===== src/rtl/pedal_pkg.sv =====
// Shared types and constants for the pedal mode controller.
// The fade sequencing is built only when PEDAL_MODE_CTRL_FADE_EN is defined.
package pedal_pkg;

  typedef enum logic [1:0] {
    IDLE     = 2'd0,
    FADE_OUT = 2'd1,
    APPLY    = 2'd2,
    FADE_IN  = 2'd3
  } pedal_state_e;

  localparam logic [4:0] FADE_UNITY = 5'd16;

  localparam logic [3:0] OPT_WEAK_OD   = 4'b1000;
  localparam logic [3:0] OPT_STRONG_OD = 4'b0100;
  localparam logic [3:0] OPT_OD        = 4'b0010;
  localparam logic [3:0] OPT_DIST      = 4'b0001;

  function automatic logic [3:0] opt_for_idx(input logic [1:0] idx);
    logic [3:0] opt;
    case (idx)
      2'd0:    opt = OPT_WEAK_OD;
      2'd1:    opt = OPT_STRONG_OD;
      2'd2:    opt = OPT_OD;
      default: opt = OPT_DIST;
    endcase
    return opt;
  endfunction

endpackage


===== src/rtl/btn_debounce.sv =====
// Button conditioner: 2-flop synchronizer, stability counter, and a one-cycle
// pulse on the accepted 0->1 edge. Used by both buttons of pedal_mode_ctrl.
module btn_debounce #(
  parameter int DEBOUNCE_CYC = 480
) (
  input  logic clk_48,
  input  logic rst_n,
  input  logic btn_raw,
  output logic press
);

  localparam int CW = (DEBOUNCE_CYC < 2) ? 1 : $clog2(DEBOUNCE_CYC);
  localparam logic [CW-1:0] CNT_LAST = CW'(DEBOUNCE_CYC - 1);

  logic [1:0]    sync_q;
  logic          db_q;
  logic [CW-1:0] cnt_q;

  // The counter runs only while the synced level disagrees with the accepted
  // level; any agreeing sample restarts the stability window.
  always_ff @(posedge clk_48) begin
    if (!rst_n) begin
      sync_q <= 2'b00;
      db_q   <= 1'b0;
      cnt_q  <= '0;
      press  <= 1'b0;
    end else begin
      sync_q <= {sync_q[0], btn_raw};
      press  <= 1'b0;
      if (sync_q[1] != db_q) begin
        if (cnt_q == CNT_LAST) begin
          db_q  <= sync_q[1];
          cnt_q <= '0;
          press <= sync_q[1];
        end else begin
          cnt_q <= cnt_q + CW'(1);
        end
      end else begin
        cnt_q <= '0;
      end
    end
  end

endmodule


===== src/rtl/pedal_mode_ctrl.sv =====
// Mode/bypass controller for the distortion datapath with click-free fades.
// Define PEDAL_MODE_CTRL_FADE_EN to build the FADE_OUT/FADE_IN sequencing.
module pedal_mode_ctrl
  import pedal_pkg::*;
#(
  parameter int DEBOUNCE_CYC  = 480,
  parameter int FADE_STEP_CYC = 48
) (
  input  logic         clk_48,
  input  logic         rst_n,
  input  logic         btn_mode,
  input  logic         btn_bypass,
  output logic [3:0]   options,
  output logic [3:0]   en,
  output logic [4:0]   fade_lvl,
  output logic [1:0]   mode_idx,
  output logic         busy,
  output pedal_state_e state_dbg
);

  // Handshake: none. Button events are single-cycle pulses, taken only in IDLE.
  logic mode_ev, bypass_ev;

  btn_debounce #(.DEBOUNCE_CYC(DEBOUNCE_CYC)) u_db_mode (
    .clk_48(clk_48), .rst_n(rst_n), .btn_raw(btn_mode), .press(mode_ev)
  );

  btn_debounce #(.DEBOUNCE_CYC(DEBOUNCE_CYC)) u_db_bypass (
    .clk_48(clk_48), .rst_n(rst_n), .btn_raw(btn_bypass), .press(bypass_ev)
  );

  pedal_state_e state_q, state_d;
  logic         pend_bypass_q, pend_bypass_d;
  logic         en0_q, en0_d;
  logic [1:0]   idx_d;
  logic [4:0]   fade_d;
  logic         busy_d;

`ifdef PEDAL_MODE_CTRL_FADE_EN
  localparam int SW = (FADE_STEP_CYC < 2) ? 1 : $clog2(FADE_STEP_CYC);
  localparam logic [SW-1:0] STEP_LAST = SW'(FADE_STEP_CYC - 1);
  localparam pedal_state_e  FIRST_ST  = FADE_OUT;
  logic [SW-1:0] step_q, step_d;
`else
  localparam pedal_state_e  FIRST_ST  = APPLY;
`endif

  assign en        = {3'b000, en0_q};
  assign state_dbg = state_q;

  always_comb begin
    state_d       = state_q;
    pend_bypass_d = pend_bypass_q;
    en0_d         = en0_q;
    idx_d         = mode_idx;
    fade_d        = fade_lvl;
    busy_d        = busy;
`ifdef PEDAL_MODE_CTRL_FADE_EN
    step_d        = step_q;
`endif
    case (state_q)
      IDLE: begin
        // Bypass wins a tie; a mode change with the effect off needs no fade.
        if (bypass_ev || (mode_ev && en0_q)) begin
          pend_bypass_d = bypass_ev;
          state_d       = FIRST_ST;
          busy_d        = 1'b1;
`ifdef PEDAL_MODE_CTRL_FADE_EN
          step_d        = '0;
`endif
        end else if (mode_ev) begin
          idx_d = mode_idx + 2'd1;
        end
      end
`ifdef PEDAL_MODE_CTRL_FADE_EN
      FADE_OUT: begin
        if (fade_lvl == 5'd0) begin
          state_d = APPLY;
        end else if (step_q == STEP_LAST) begin
          step_d = '0;
          fade_d = fade_lvl - 5'd1;
        end else begin
          step_d = step_q + SW'(1);
        end
      end
      FADE_IN: begin
        if (fade_lvl == FADE_UNITY) begin
          state_d = IDLE;
          busy_d  = 1'b0;
        end else if (step_q == STEP_LAST) begin
          step_d = '0;
          fade_d = fade_lvl + 5'd1;
        end else begin
          step_d = step_q + SW'(1);
        end
      end
`endif
      APPLY: begin
        if (pend_bypass_q) en0_d = ~en0_q;
        else               idx_d = mode_idx + 2'd1;
`ifdef PEDAL_MODE_CTRL_FADE_EN
        state_d = FADE_IN;
        step_d  = '0;
`else
        state_d = IDLE;
        busy_d  = 1'b0;
`endif
      end
      default: state_d = IDLE;
    endcase
  end

  always_ff @(posedge clk_48) begin
    if (!rst_n) begin
      state_q       <= IDLE;
      pend_bypass_q <= 1'b0;
      en0_q         <= 1'b0;
      mode_idx      <= 2'd0;
      options       <= OPT_WEAK_OD;
      fade_lvl      <= FADE_UNITY;
      busy          <= 1'b0;
`ifdef PEDAL_MODE_CTRL_FADE_EN
      step_q        <= '0;
`endif
    end else begin
      state_q       <= state_d;
      pend_bypass_q <= pend_bypass_d;
      en0_q         <= en0_d;
      mode_idx      <= idx_d;
      options       <= opt_for_idx(idx_d);
      fade_lvl      <= fade_d;
      busy          <= busy_d;
`ifdef PEDAL_MODE_CTRL_FADE_EN
      step_q        <= step_d;
`endif
    end
  end

endmodule


===== config.mk =====
export PLATFORM = sky130hd
export DESIGN_NAME = pedal_mode_ctrl
export DESIGN_NICKNAME = d
export VERILOG_FILES = /design/src/rtl/pedal_pkg.sv /design/src/rtl/btn_debounce.sv /design/src/rtl/pedal_mode_ctrl.sv
export SDC_FILE = /design/constraint.sdc
export NUM_CORES = 1
export LEC_CHECK = 0
export ABC_AREA = 1
export CAP_MARGIN = 10
export CORE_MARGIN = 2
export CORE_UTILIZATION = 49
export DETAILED_ROUTE_END_ITERATION = 10
export GPL_TIMING_DRIVEN = 1
export PLACE_DENSITY = 0.83
export SYNTH_ARGS = -nofsm -noshare
export SYNTH_HDL_FRONTEND = slang
export SYNTH_HIERARCHICAL = 1
export SYNTH_SLANG_ARGS = --single-unit

===== constraint.sdc =====
create_clock -name clk_48 -period 1.21 [get_ports clk_48]
set_input_delay 0.242 -clock clk_48 [delete_from_list [all_inputs] [get_ports clk_48]]
set_output_delay 0.242 -clock clk_48 [all_outputs]
set_load 0.005 [all_outputs]

==> results of run 1 <==
[final cells by class]
| type | count | share of cell area (%) |
|---|---|---|
| multi-input cells | 150 | 43.4 |
| flip-flops and latches | 36 | 34.1 |
| clock inverters | 2 | 0.468 |
| well taps | 48 | 2.81 |
| clock buffers | 6 | 3.86 |
| inverters | 40 | 7.14 |
| repair buffers | 21 | 8.26 |
[logic make-up (layout without fill, tap and decap cells)]
logic type                 count (synthesis)  count (layout)  synth area share (%)
AOI/OAI and AO/OA                         19              19                  7.58
xor gates and xnor gates                   6               6                  2.92
adders and majority gates                  2               2                  1.39
buffers and inverters                     50              69                  12.5
DFF                                       36              36                  40.1
other                                      2               9                 0.417
and+or+nand+nor                          113             114                  35.1
[cell usage after synthesis, drive strengths merged]
master and number:
nand3b 4, buf 10, nor2 29, o21ai 4, dfxtp 36, nand3 18, nand2 56, ha 2
xnor2 4, a21oi 15, conb 2, xor2 2, nand4 6, inv 40
[flip-flops by register name (all words and copies together), names as in the netlist, 2 cells and up]
| signal | cells |
|---|---|
| u_db_bypass/cnt_q | 9 |
| u_db_mode/cnt_q | 9 |
| options | 4 |
| mode_idx | 2 |
| u_db_bypass/sync_q | 2 |
| u_db_mode/sync_q | 2 |
[layout by cell type (no fill, tap or decap), drive strengths merged, types with 6 or more instances in the layout]
cell type / count
nand2: 57
nand3: 18
inv: 40
buf: 9
nor2: 29
conb: 9
dlygate4sd2: 9
dfxtp: 36
a21oi: 15
nand4: 6
clkbuf: 6
[metrics by stage]
stage	utilization [%]	hold slack (ps)	total power (W)	instances	TNS (ps)
after floorplan	-	311	0.00128	235	0
after global placement	55.2	393	0.00129	293	-1220
after detailed placement	55.2	396	0.00129	293	-1350
after CTS	58.1	412	0.00215	302	0
after global routing	59.3	436	0.00221	303	0
final	59.3	412	0.00213	303	0
[path summary, 6_finish.rpt]
kind | start | endpoint | slack (ps) | depth (start not counted)
max | u_db_bypass/cnt_q[0] | u_db_bypass/cnt_q[3] | 70 | 6
min | u_db_bypass/sync_q[0] | u_db_bypass/sync_q[1] | 410 | 2
max reg2reg | u_db_bypass/cnt_q[0] | u_db_bypass/cnt_q[3] | 70 | 6
min reg2reg | u_db_bypass/sync_q[0] | u_db_bypass/sync_q[1] | 410 | 2
[where the power goes]
group / switching (W) / internal (W)
clock network: 0.000414 / 0.000454
registers: 0.00000537 / 0.00119
logic: 0.0000402 / 0.0000272
[tightest hold or removal path, cell delays in order (launching register included)]
cell and delay (ps):
dfxtp_1 310, nand2_1 40, inv_1 40
[timing repair]
action / 4_1_cts / 5_1_grt
resized for setup: 14 / 8
buffers inserted: 1 / 0
endpoints found under the setup margin: 18 / 22
gates cloned: 0 / 1
pin swaps: 1 / 4
[layer usage]
layer | wire length (um) | vias up
met4 | 73 | 0
li1 | - | 736
met3 | 97 | 7
met2 | 1430 | 22
met5 | 0 | -
met1 | 1380 | 605
==> results_tabular.tex, run 1 <==
\begin{tabular}{lr}
\hline
Metric & Value \\
\hline
\multicolumn{2}{l}{\textbf{Global routing}} \\
\quad Pin count of the biggest net entering global routing & 12 \\
\quad Global Route Usage Sum & approximately 16\% \\
\quad Met2 usage & 27.2\% \\
\quad Met1 capacity usage during global routing & roughly 18\% \\
\quad Most crowded layer after global routing & met2 \\
\quad Overflow left after global routing & 0 \\
\quad First-pass GRT wire length & about 5000 um \\
\quad Initial antenna violation count & 0 \\
\quad Number of global-route vias before repair & roughly 1300 \\
\quad GR Layer Usage met3 & 4.69\% \\
\multicolumn{2}{l}{\textbf{Setup path}} \\
\quad Element type at the critical path start & flop \\
\quad Largest incremental delay on the critical path & about 350 ps \\
\quad Top delay family on crit path & simple AND/OR/NAND/NOR gates \\
\quad Crit path required time & 1400 ps \\
\quad Type of the setup path with the least slack & flop to flop \\
\quad Critical path's slowest cell & dfxtp\_2 \\
\quad CP Capture Type & flop \\
\quad Cell-by-cell listing of the critical path & ha\_4, nand3\_2, nor2\_4, nand2\_4, nand2\_8, nor2\_2 \\
\quad Crit path buf inv count & 0 \\
\quad Endpoint arrival time on the critical path & approximately 1300 ps \\
\quad Max FO, Critical Path & 9 \\
\multicolumn{2}{l}{\textbf{Yosys}} \\
\quad Synthesized flop and latch total & 36 \\
\quad Leading cell types by total area after synthesis & dfxtp\_1, nand2\_1, inv\_1 \\
\quad Cell area after synthesis & about 0.0018 mm\^{}2 \\
\quad Warning count from the yosys run & 6 \\
\quad Avg Inst Size Synth & 7.89 um\^{}2 \\
\quad Post-synthesis sequential area ratio & around 40\% \\
\quad Cell taking the most area after synthesis & dfxtp\_1 \\
\quad Syn Inst Count & 228 \\
\quad Synth top area share & between 40\% and 50\% \\
\quad Cell variety after synth & 23 \\
\multicolumn{2}{l}{\textbf{Routing}} \\
\quad Remaining DRCs & 0 \\
\quad Routed Wire Length & approximately 3000 um \\
\quad DRT Pass-1 Iters & 4 \\
\quad Number of nets with antenna violations after detailed routing & 0 \\
\quad Vias per inst & around 4.5 \\
\quad DRC marker count from the first detailed-route iteration & 84 \\
\quad Average wire length per cell after detail routing & roughly 9.9 um \\
\quad Total number of vias & $\sim$1400 \\
\multicolumn{2}{l}{\textbf{Place}} \\
\quad Dpl ws & -88.2 ps \\
\quad Count of buffers from port buffering & 12 \\
\quad Instance area at placement & around 0.0020 mm\^{}2 \\
\quad Post-DP HPWL & about 2100 um \\
\quad Routability congestion estimate & 0.755 \\
\multicolumn{2}{l}{\textbf{Hold path}} \\
\quad Min-Delay Path Class & flop to flop \\
\multicolumn{2}{l}{\textbf{CTS}} \\
\quad Htree depth & 2 \\
\quad Clk pin slew, worst setup/hold paths & 70 ps \\
\quad Hold buffer count at CTS & 0 \\
\quad TritonCTS clock tree & done \\
\quad Sinks on the clock net & 36 \\
\quad CTS root buf & clkbuf\_8 \\
\quad Maximum clock path buffer count & 2 \\
\quad CTS buffer count & 5 \\
\quad Later-pin clock latency in the skew report & between 200 and 300 ps \\
\multicolumn{2}{l}{\textbf{STA}} \\
\quad Worst clock skew on the final layout & $\sim$4 ps \\
\quad Hold Fails Final Rpt & 0 \\
\quad Unrepaired setup endpoints after global routing & no \\
\quad Fin. max-slew vios & 0 \\
\quad Final worst slack & about 70 ps \\
\quad Final setup violating endpoints & 0 \\
\quad Upper clock frequency limit & around 0.88 GHz \\
\quad Min cycle time layout & 1140 ps \\
\quad Period utilisation layout & between 90\% and 100\% \\
\multicolumn{2}{l}{\textbf{Power}} \\
\quad Worst voltage drop across the vdd grid & 0.427 mV \\
\quad Power per Cell Area & $\sim$1000 mW/mm\^{}2 \\
\quad Leak pwr & about 0.88 nW \\
\multicolumn{2}{l}{\textbf{Die}} \\
\quad Number of placement rows & 22 \\
\quad Area inside the core boundary & 0.00361 mm\^{}2 \\
\quad Vertical die dimension & 64.6 um \\
\quad Die width & around 65 um \\
\quad IO Pins & 22 \\
\quad Total die area & roughly 0.0042 mm\^{}2 \\
\quad Initial Utilization & between 40\% and 50\% \\
\multicolumn{2}{l}{\textbf{Layout}} \\
\quad Filler Cells Inserted & 316 \\
\quad Sequential standard cell area & 728 um\^{}2 \\
\quad Synth-to-Final Area Change & 18.8\% \\
\quad Final cell area excluding filler cells & $\sim$0.0021 mm\^{}2 \\
\quad Antenna Diode Count & 0 \\
\quad Layout cell share with drive strength beyond 1 & between 20\% and 30\% \\
\quad Area of the multi-input gates & $\sim$930 um\^{}2 \\
\quad Layout Nets & 260 \\
\multicolumn{2}{l}{\textbf{Run status}} \\
\quad Result of the run & completed \\
\multicolumn{2}{l}{\textbf{Flow run}} \\
\quad Max-capacitance violation count & 0 \\
\hline
\end{tabular}
Note: power is estimated with default switching activity, not from simulation.
==> run 2, diff against run 1 <==
- CORE_MARGIN: 2 -> 4
- CORE_UTILIZATION: 49 -> 56
- DONT_BUFFER_PORTS: not set -> 1
==> run 2 against run 1 <==
Effect of this change: cell count shrank 7.3%; via count is 2.4% lower; hold slack got worse by 390 ps; highest routed layer unchanged; critical path depth is the same.
==> results_tabular.tex, run 2 (synthesis results as in run 1) <==
\begin{tabular}{lr}
\hline
Metric & Value \\
\hline
\multicolumn{2}{l}{\textbf{Run status}} \\
\quad Result of the run & completed \\
\multicolumn{2}{l}{\textbf{Layout}} \\
\quad Antenna Diode Count & 0 (unchanged) \\
\quad Synth-to-Final Area Change & 8.55\% \\
\quad Layout Nets & 242 (-6.9\%) \\
\quad Layout cell share with drive strength beyond 1 & 27.4\% (-1.2 points) \\
\quad Final cell area excluding filler cells & 0.00195 mm\^{}2 (-8.6\%) \\
\quad Most frequent cells in the layout & nand2\_1, inv\_1, dfxtp\_1 \\
\quad Most common library cell in the layout ignoring fill and taps & nand2\_1 \\
\quad Registers with the highest flip-flop counts & u\_db\_bypass/cnt\_q x9, u\_db\_mode/cnt\_q x9, options x4 \\
\multicolumn{2}{l}{\textbf{Global routing}} \\
\quad Number of global-route vias before repair & 1215 (-3.2\%) \\
\quad Initial antenna violation count & 0 (unchanged) \\
\quad First-pass GRT wire length & 5310 um (+3.8\%) \\
\quad Pin count of the biggest net entering global routing & 13 (+1) \\
\quad Global Route Usage Sum & 16.3\% (+0.35 points) \\
\quad Overflow left after global routing & 0 (unchanged) \\
\multicolumn{2}{l}{\textbf{STA}} \\
\quad Min cycle time layout & 1150 ps (+10.7 ps) \\
\quad Final setup violating endpoints & 0 (unchanged) \\
\quad Worst clock skew on the final layout & 13.2 ps (+9.27 ps) \\
\quad Final hold slack & 20.1 ps (-392 ps) \\
\quad Hold Fails Final Rpt & 0 (unchanged) \\
\quad Period utilisation layout & 95.2\% (+0.88 points) \\
\quad Final-layout setup total negative slack & 0 ps (unchanged) \\
\quad Upper clock frequency limit & 0.868 GHz (-0.93\%) \\
\quad Final worst slack & 58.4 ps (-10.7 ps) \\
\quad Fin. max-slew vios & 0 (unchanged) \\
\multicolumn{2}{l}{\textbf{CTS}} \\
\quad CTS buffer count & 5 (unchanged) \\
\quad Sinks on the clock net & 36 (unchanged) \\
\quad Maximum clock path buffer count & 2 (unchanged) \\
\quad Clk pin slew, worst setup/hold paths & 110 ps (+40 ps) \\
\quad TritonCTS clock tree & done \\
\quad Later-pin clock latency in the skew report & 330 ps (+40 ps) \\
\quad CTS root buf & clkbuf\_4 \\
\quad Htree depth & 2 (unchanged) \\
\multicolumn{2}{l}{\textbf{Die}} \\
\quad Number of placement rows & 20 (-9.1\%) \\
\quad Die width & 64.7 um (+0.13\%) \\
\quad Initial Utilization & 58.9\% (+9.0 points) \\
\quad Vertical die dimension & 64.7 um (+0.13\%) \\
\quad Total die area & 0.00418 mm\^{}2 (+0.26\%) \\
\quad Area inside the core boundary & 0.00305 mm\^{}2 (-15\%) \\
\quad IO Pins & 22 (unchanged) \\
\multicolumn{2}{l}{\textbf{Place}} \\
\quad Count of buffers from port buffering & 0 (-12) \\
\quad Post-DP HPWL & 2210 um (+6.9\%) \\
\quad Instance area at placement & 0.00182 mm\^{}2 (-8.5\%) \\
\quad Routability congestion estimate & 0.792 (+4.9\%) \\
\quad Dpl ws & -4.34 ps (+83.8 ps) \\
\multicolumn{2}{l}{\textbf{Setup path}} \\
\quad Type of the setup path with the least slack & flop to flop \\
\quad Max FO, Critical Path & 9 (unchanged) \\
\quad Number of cells on the worst reg-to-reg path & 6 (unchanged) \\
\quad Largest incremental delay on the critical path & 370 ps (+20 ps) \\
\quad Beginning of the worst register-to-register path & u\_db\_bypass/cnt\_q[0] \\
\quad Critical path's slowest cell & dfxtp\_2 \\
\quad CP Capture Type & flop \\
\quad Cell-by-cell listing of the critical path & ha\_4, nand3\_4, nor2\_4, nand2\_4, nand2\_8, nor2\_2 \\
\quad Reg-to-reg critical path endpoint & u\_db\_bypass/cnt\_q[2] \\
\quad Element type at the critical path start & flop \\
\quad Crit path required time & 1430 ps (+30 ps) \\
\quad Reg-to-reg slack, setup & 60 ps (about the same) \\
\quad Endpoint arrival time on the critical path & 1380 ps (+50 ps) \\
\multicolumn{2}{l}{\textbf{Power}} \\
\quad Leak pwr & 0.760 nW (-14\%) \\
\quad Sw Ratio & 22.0\% (+0.49 points) \\
\quad Power dissipated by switching net loads & 0.000420 W (-8.6\%) \\
\quad Internal power & 0.00149 W (-11\%) \\
\quad Portion of total power attributed to the clock network & 34.5\% (-6.2 points) \\
\quad Seq pwr share & 62.7\% (+6.5 points) \\
\quad Combinational power share & 2.8\% (-0.4 points) \\
\quad Worst voltage drop across the vdd grid & 0.698 mV (+64\%) \\
\quad Power per Cell Area & 976 mW/mm\^{}2 (-2.3\%) \\
\multicolumn{2}{l}{\textbf{Routing}} \\
\quad Vias per inst & 4.76 (+5.2\%) \\
\quad Total number of vias & 1337 (-2.4\%) \\
\quad DRT Pass-1 Iters & 4 (unchanged) \\
\quad Number of nets with antenna violations after detailed routing & 0 (unchanged) \\
\quad Remaining DRCs & 0 (unchanged) \\
\quad Routed Wire Length & 3030 um (+1.4\%) \\
\quad Average wire length per cell after detail routing & 10.8 um (+9.3\%) \\
\quad DRC marker count from the first detailed-route iteration & 93 (+11\%) \\
\multicolumn{2}{l}{\textbf{Hold path}} \\
\quad End point of the most critical hold path & u\_db\_mode/sync\_q[0] \\
\quad Worst hold path startpoint & rst\_n \\
\quad Min-Delay Path Class & input pin to flop \\
\quad Hold Path Stages & 2 (unchanged) \\
\multicolumn{2}{l}{\textbf{Flow run}} \\
\quad Max-capacitance violation count & 0 (unchanged) \\
\hline
\end{tabular}
[run 2: changes by cell type in the layout (fill, tap and decap cells not counted), sizes merged]
cell,previous run,this run
dlygate4sd3,0,2
buf,9,2
nand2,57,56
clkdlybuf4s50,3,0
dlygate4sd2,9,0
[run 2: power by group through the flow]
| stage | combinational [W] | sequential [W] | clock (W) |
|---|---|---|---|
| after floorplan | 0.0000571 | 0.00122 | 0 |
| after global placement | 0.0000423 | 0.00122 | 0 |
| after global routing | 0.0000601 | 0.00120 | 0.000736 |
| after detailed placement | 0.0000435 | 0.00122 | 0 |
| final | 0.0000530 | 0.00120 | 0.000657 |
| after CTS | 0.0000508 | 0.00120 | 0.000692 |
[run 2: metrics by stage]
stage | power [W] | utilization, % | instances
6_report | 0.00191 | 64.0 | 281
2_1_floorplan | 0.00128 | - | 235
5_1_grt | 0.00199 | 64.0 | 281
3_3_place_gp | 0.00127 | 59.6 | 271
3_5_place_dp | 0.00127 | 59.6 | 271
4_1_cts | 0.00194 | 62.8 | 281
[run 2: routing by layer]
| metal | vias to the layer above | routed length, um | global-route usage [%] |
|---|---|---|---|
| met5 | - | 0 | 0 |
| met4 | 0 | 29 | 6.33 |
| met3 | 2 | 99 | 5.03 |
| met2 | 19 | 1430 | 27.3 |
| met1 | 617 | 1470 | 19.5 |
| li1 | 699 | - | - |
[run 2: critical path: cells and delay by family (launching register included)]
kind,cells,cell delay [ps]
simple gates,5,500
flops,1,370
fa+ha+maj,1,170
[run 2: final cells by class]
cell class	instances	area (um^2)
clock buffers	6	51.3
clock inverters	2	10.0
fillers	277	1100
inverters	40	150
multi-input cells	149	920
flip-flops and latches	36	732
well taps	44	55.1
repair buffers	4	35.0
[run 2: worst max path at each step]
| stage | startpoint | depth (start not counted) | to |
|---|---|---|---|
| final | u_db_bypass/cnt_q[0] | 6 | u_db_bypass/cnt_q[2] |
| after global routing | u_db_bypass/cnt_q[0] | 6 | u_db_bypass/cnt_q[2] |
| after CTS | u_db_mode/cnt_q[0] | 6 | u_db_mode/cnt_q[3] |
| after detailed placement | u_db_mode/cnt_q[1] | 6 | u_db_mode/cnt_q[3] |
| after global placement | u_db_bypass/cnt_q[0] | 6 | u_db_bypass/cnt_q[6] |
| after floorplan | u_db_bypass/cnt_q[0] | 6 | u_db_bypass/cnt_q[2] |
[run 2: what timing repair did]
item | CTS | global route
setup endpoints to repair | 12 | 23
hold buffers | 2 | 0
pin swaps | 2 | 5
gates resized for setup | 4 | 10
hold endpoints to repair | 3 | 0
setup buffers | 0 | 0
==> run 3, diff against run 2 <==
- CORE_UTILIZATION: 56 -> 62
- PLACE_DENSITY: 0.83 -> 0.87
- clock period: 1.21 -> 1.3 ns (I/O delays scaled with it)
==> run 3 against run 2 <==
Effect of this change: combinational power shrank 17%; clock power rose by 14%; setup slack better by 30 ps; non-clock buffer count down 2; design area down 3.1%; sequential cell count stayed put.
==> results_tabular.tex, run 3 (synthesis results as in run 1) <==
\begin{tabular}{lr}
\hline
Metric & Value \\
\hline
\multicolumn{2}{l}{\textbf{Run status}} \\
\quad Result of the run & completed \\
\multicolumn{2}{l}{\textbf{Routing}} \\
\quad Routed Wire Length & 2800 um (-7.6\%) \\
\quad DRC marker count from the first detailed-route iteration & 125 (+34\%) \\
\quad Remaining DRCs & 0 (unchanged) \\
\quad Total number of vias & 1309 (-2.1\%) \\
\quad Vias per inst & 4.92 (+3.4\%) \\
\quad Average wire length per cell after detail routing & 10.5 um (-2.4\%) \\
\quad Number of nets with antenna violations after detailed routing & 0 (unchanged) \\
\quad DRT Pass-1 Iters & 4 (unchanged) \\
\multicolumn{2}{l}{\textbf{Global routing}} \\
\quad Number of global-route vias before repair & 1191 (-2.0\%) \\
\quad Pin count of the biggest net entering global routing & 15 (+2) \\
\quad Overflow left after global routing & 0 (unchanged) \\
\quad Global Route Usage Sum & 16.9\% (+0.62 points) \\
\quad Initial antenna violation count & 0 (unchanged) \\
\quad First-pass GRT wire length & 4740 um (-11\%) \\
\multicolumn{2}{l}{\textbf{Setup path}} \\
\quad Max FO, Critical Path & 9 (unchanged) \\
\quad Beginning of the worst register-to-register path & u\_db\_bypass/cnt\_q[0] \\
\quad Endpoint arrival time on the critical path & 1440 ps (+60 ps) \\
\quad Element type at the critical path start & flop \\
\quad Crit path required time & 1530 ps (+100 ps) \\
\quad Reg-to-reg slack, setup & 90 ps (+30 ps) \\
\quad Type of the setup path with the least slack & flop to flop \\
\quad CP Capture Type & flop \\
\quad Number of cells on the worst reg-to-reg path & 6 (unchanged) \\
\quad Reg-to-reg critical path endpoint & u\_db\_bypass/cnt\_q[1] \\
\multicolumn{2}{l}{\textbf{Power}} \\
\quad Leak pwr & 0.752 nW (-1.1\%) \\
\quad Internal power & 0.00153 W (+2.8\%) \\
\quad Seq pwr share & 58.5\% (-4.2 points) \\
\quad Worst voltage drop across the vdd grid & 1.09 mV (+56\%) \\
\quad Combinational power share & 2.3\% (-0.5 points) \\
\quad Power per Cell Area & 1010 mW/mm\^{}2 (+3.2\%) \\
\quad Sw Ratio & 19.8\% (-2.2 points) \\
\quad Power dissipated by switching net loads & 0.000378 W (-10\%) \\
\quad Portion of total power attributed to the clock network & 39.2\% (+4.7 points) \\
\multicolumn{2}{l}{\textbf{Place}} \\
\quad Dpl ws & 33.6 ps (+37.9 ps) \\
\quad Routability congestion estimate & 0.789 (-0.33\%) \\
\quad Post-DP HPWL & 2140 um (-3.2\%) \\
\quad Number of cells after detailed placement & 256 (-5.5\%) \\
\quad Instance area at placement & 0.00179 mm\^{}2 (-1.7\%) \\
\quad Count of buffers from port buffering & 0 (unchanged) \\
\multicolumn{2}{l}{\textbf{Die}} \\
\quad Area inside the core boundary & 0.00276 mm\^{}2 (-9.7\%) \\
\quad IO Pins & 22 (unchanged) \\
\quad Total die area & 0.00383 mm\^{}2 (-8.5\%) \\
\quad Vertical die dimension & 61.9 um (-4.3\%) \\
\quad Initial Utilization & 65.2\% (+6.3 points) \\
\quad Die width & 61.9 um (-4.3\%) \\
\quad Number of placement rows & 19 (-5.0\%) \\
\multicolumn{2}{l}{\textbf{CTS}} \\
\quad Sinks on the clock net & 36 (unchanged) \\
\quad Clk pin slew, worst setup/hold paths & 100 ps (about the same) \\
\quad CTS root buf & clkbuf\_4 \\
\quad Htree depth & 2 (unchanged) \\
\quad CTS buffer count & 5 (unchanged) \\
\quad Later-pin clock latency in the skew report & 330 ps (about the same) \\
\quad TritonCTS clock tree & done \\
\quad Maximum clock path buffer count & 2 (unchanged) \\
\multicolumn{2}{l}{\textbf{Hold path}} \\
\quad Worst hold path startpoint & rst\_n \\
\quad End point of the most critical hold path & u\_db\_bypass/sync\_q[0] \\
\quad Min-Delay Path Class & input pin to flop \\
\quad Hold Path Stages & 2 (unchanged) \\
\multicolumn{2}{l}{\textbf{Layout}} \\
\quad Synth-to-Final Area Change & 5.22\% \\
\quad Layout cell share with drive strength beyond 1 & 24.3\% (-3.2 points) \\
\quad Registers with the highest flip-flop counts & u\_db\_bypass/cnt\_q x9, u\_db\_mode/cnt\_q x9, options x4 \\
\quad Most frequent cells in the layout & nand2\_1, dfxtp\_1, inv\_1 \\
\quad Antenna Diode Count & 0 (unchanged) \\
\quad Layout Cells excl Fill & 266 (-5.3\%) \\
\quad Layout Nets & 240 (-0.83\%) \\
\quad Core occupancy in the finished layout & 68.6\% (+4.7 points) \\
\quad Final cell area excluding filler cells & 0.00189 mm\^{}2 (-3.1\%) \\
\quad Most common library cell in the layout ignoring fill and taps & nand2\_1 \\
\quad Filler Cells Inserted & 223 (-19\%) \\
\multicolumn{2}{l}{\textbf{STA}} \\
\quad Final setup violating endpoints & 0 (unchanged) \\
\quad Period utilisation layout & 93.2\% (-2.0 points) \\
\quad Fin. max-slew vios & 0 (unchanged) \\
\quad Min cycle time layout & 1210 ps (+59.7 ps) \\
\quad Final-layout setup total negative slack & 0 ps (unchanged) \\
\quad Hold Fails Final Rpt & 0 (unchanged) \\
\quad Unrepaired setup endpoints after global routing & no \\
\quad Worst clock skew on the final layout & 11.7 ps (-1.47 ps) \\
\quad Final worst slack & 88.7 ps (+30.3 ps) \\
\quad Upper clock frequency limit & 0.826 GHz (-4.9\%) \\
\multicolumn{2}{l}{\textbf{Flow run}} \\
\quad Max-capacitance violation count & 0 (unchanged) \\
\hline
\end{tabular}
-- run 3: routing by layer --
| layer | global-route usage, % | routed length (um) |
|---|---|---|
| met3 | 4.34 | 122 |
| met4 | 7.27 | 48 |
| met1 | 18.3 | 1300 |
| met2 | 30.9 | 1320 |
| met5 | 0 | 0 |
-- run 3: power groups by stage --
stage | sequential (W) | clock, W | combinational [W]
5_1_grt | 0.00112 | 0.000832 | 0.0000502
2_1_floorplan | 0.00114 | 0 | 0.0000532
4_1_cts | 0.00111 | 0.000770 | 0.0000399
3_5_place_dp | 0.00114 | 0 | 0.0000372
3_3_place_gp | 0.00114 | 0 | 0.0000367
6_report | 0.00112 | 0.000746 | 0.0000440
-- run 3: worst max path at each step --
stage	start	end	slack (ps)
global placement	u_db_bypass/cnt_q[0]	u_db_bypass/cnt_q[6]	110
floorplan	u_db_bypass/cnt_q[0]	u_db_bypass/cnt_q[2]	170
detailed placement	u_db_bypass/cnt_q[0]	u_db_bypass/cnt_q[1]	30
finish	u_db_bypass/cnt_q[0]	u_db_bypass/cnt_q[1]	90
global route	u_db_bypass/cnt_q[0]	u_db_bypass/cnt_q[7]	20
CTS	u_db_bypass/cnt_q[0]	u_db_bypass/cnt_q[1]	10
-- run 3: layout make-up --
| type | instances | area [um^2] | area share [%] |
|---|---|---|---|
| Clock buffer | 6 | 41.3 | 2.18 |
| Clock inverter | 2 | 35.0 | 1.85 |
| Inverter | 40 | 150 | 7.93 |
| Multi-Input combinational cell | 149 | 885 | 46.7 |
| Sequential cell | 36 | 723 | 38.2 |
| Tap cell | 31 | 38.8 | 2.05 |
| Timing Repair Buffer | 2 | 20.0 | 1.06 |
-- run 3: repair_timing --
item                       4_1_cts  5_1_grt
hold buffers                     1        1
gates resized for setup          0        4
hold endpoints to repair         1        1
buffers inserted                 0        0
setup endpoints to repair        0       20
-- run 3: through the flow --
step	hold WS (ps)	power [W]
final	21.8	0.00191
after global routing	8.76	0.00200
after CTS	6.53	0.00192
after detailed placement	342	0.00118
after global placement	340	0.00118
after floorplan	329	0.00119
-- run 3: critical path, stage by stage, from the launching register on --
cell     delay, ps
dfxtp_2        380
ha_2           220
nand3_2        110
nor2_4         150
nand2_4         90
nand2_8        120
nor2_2          40
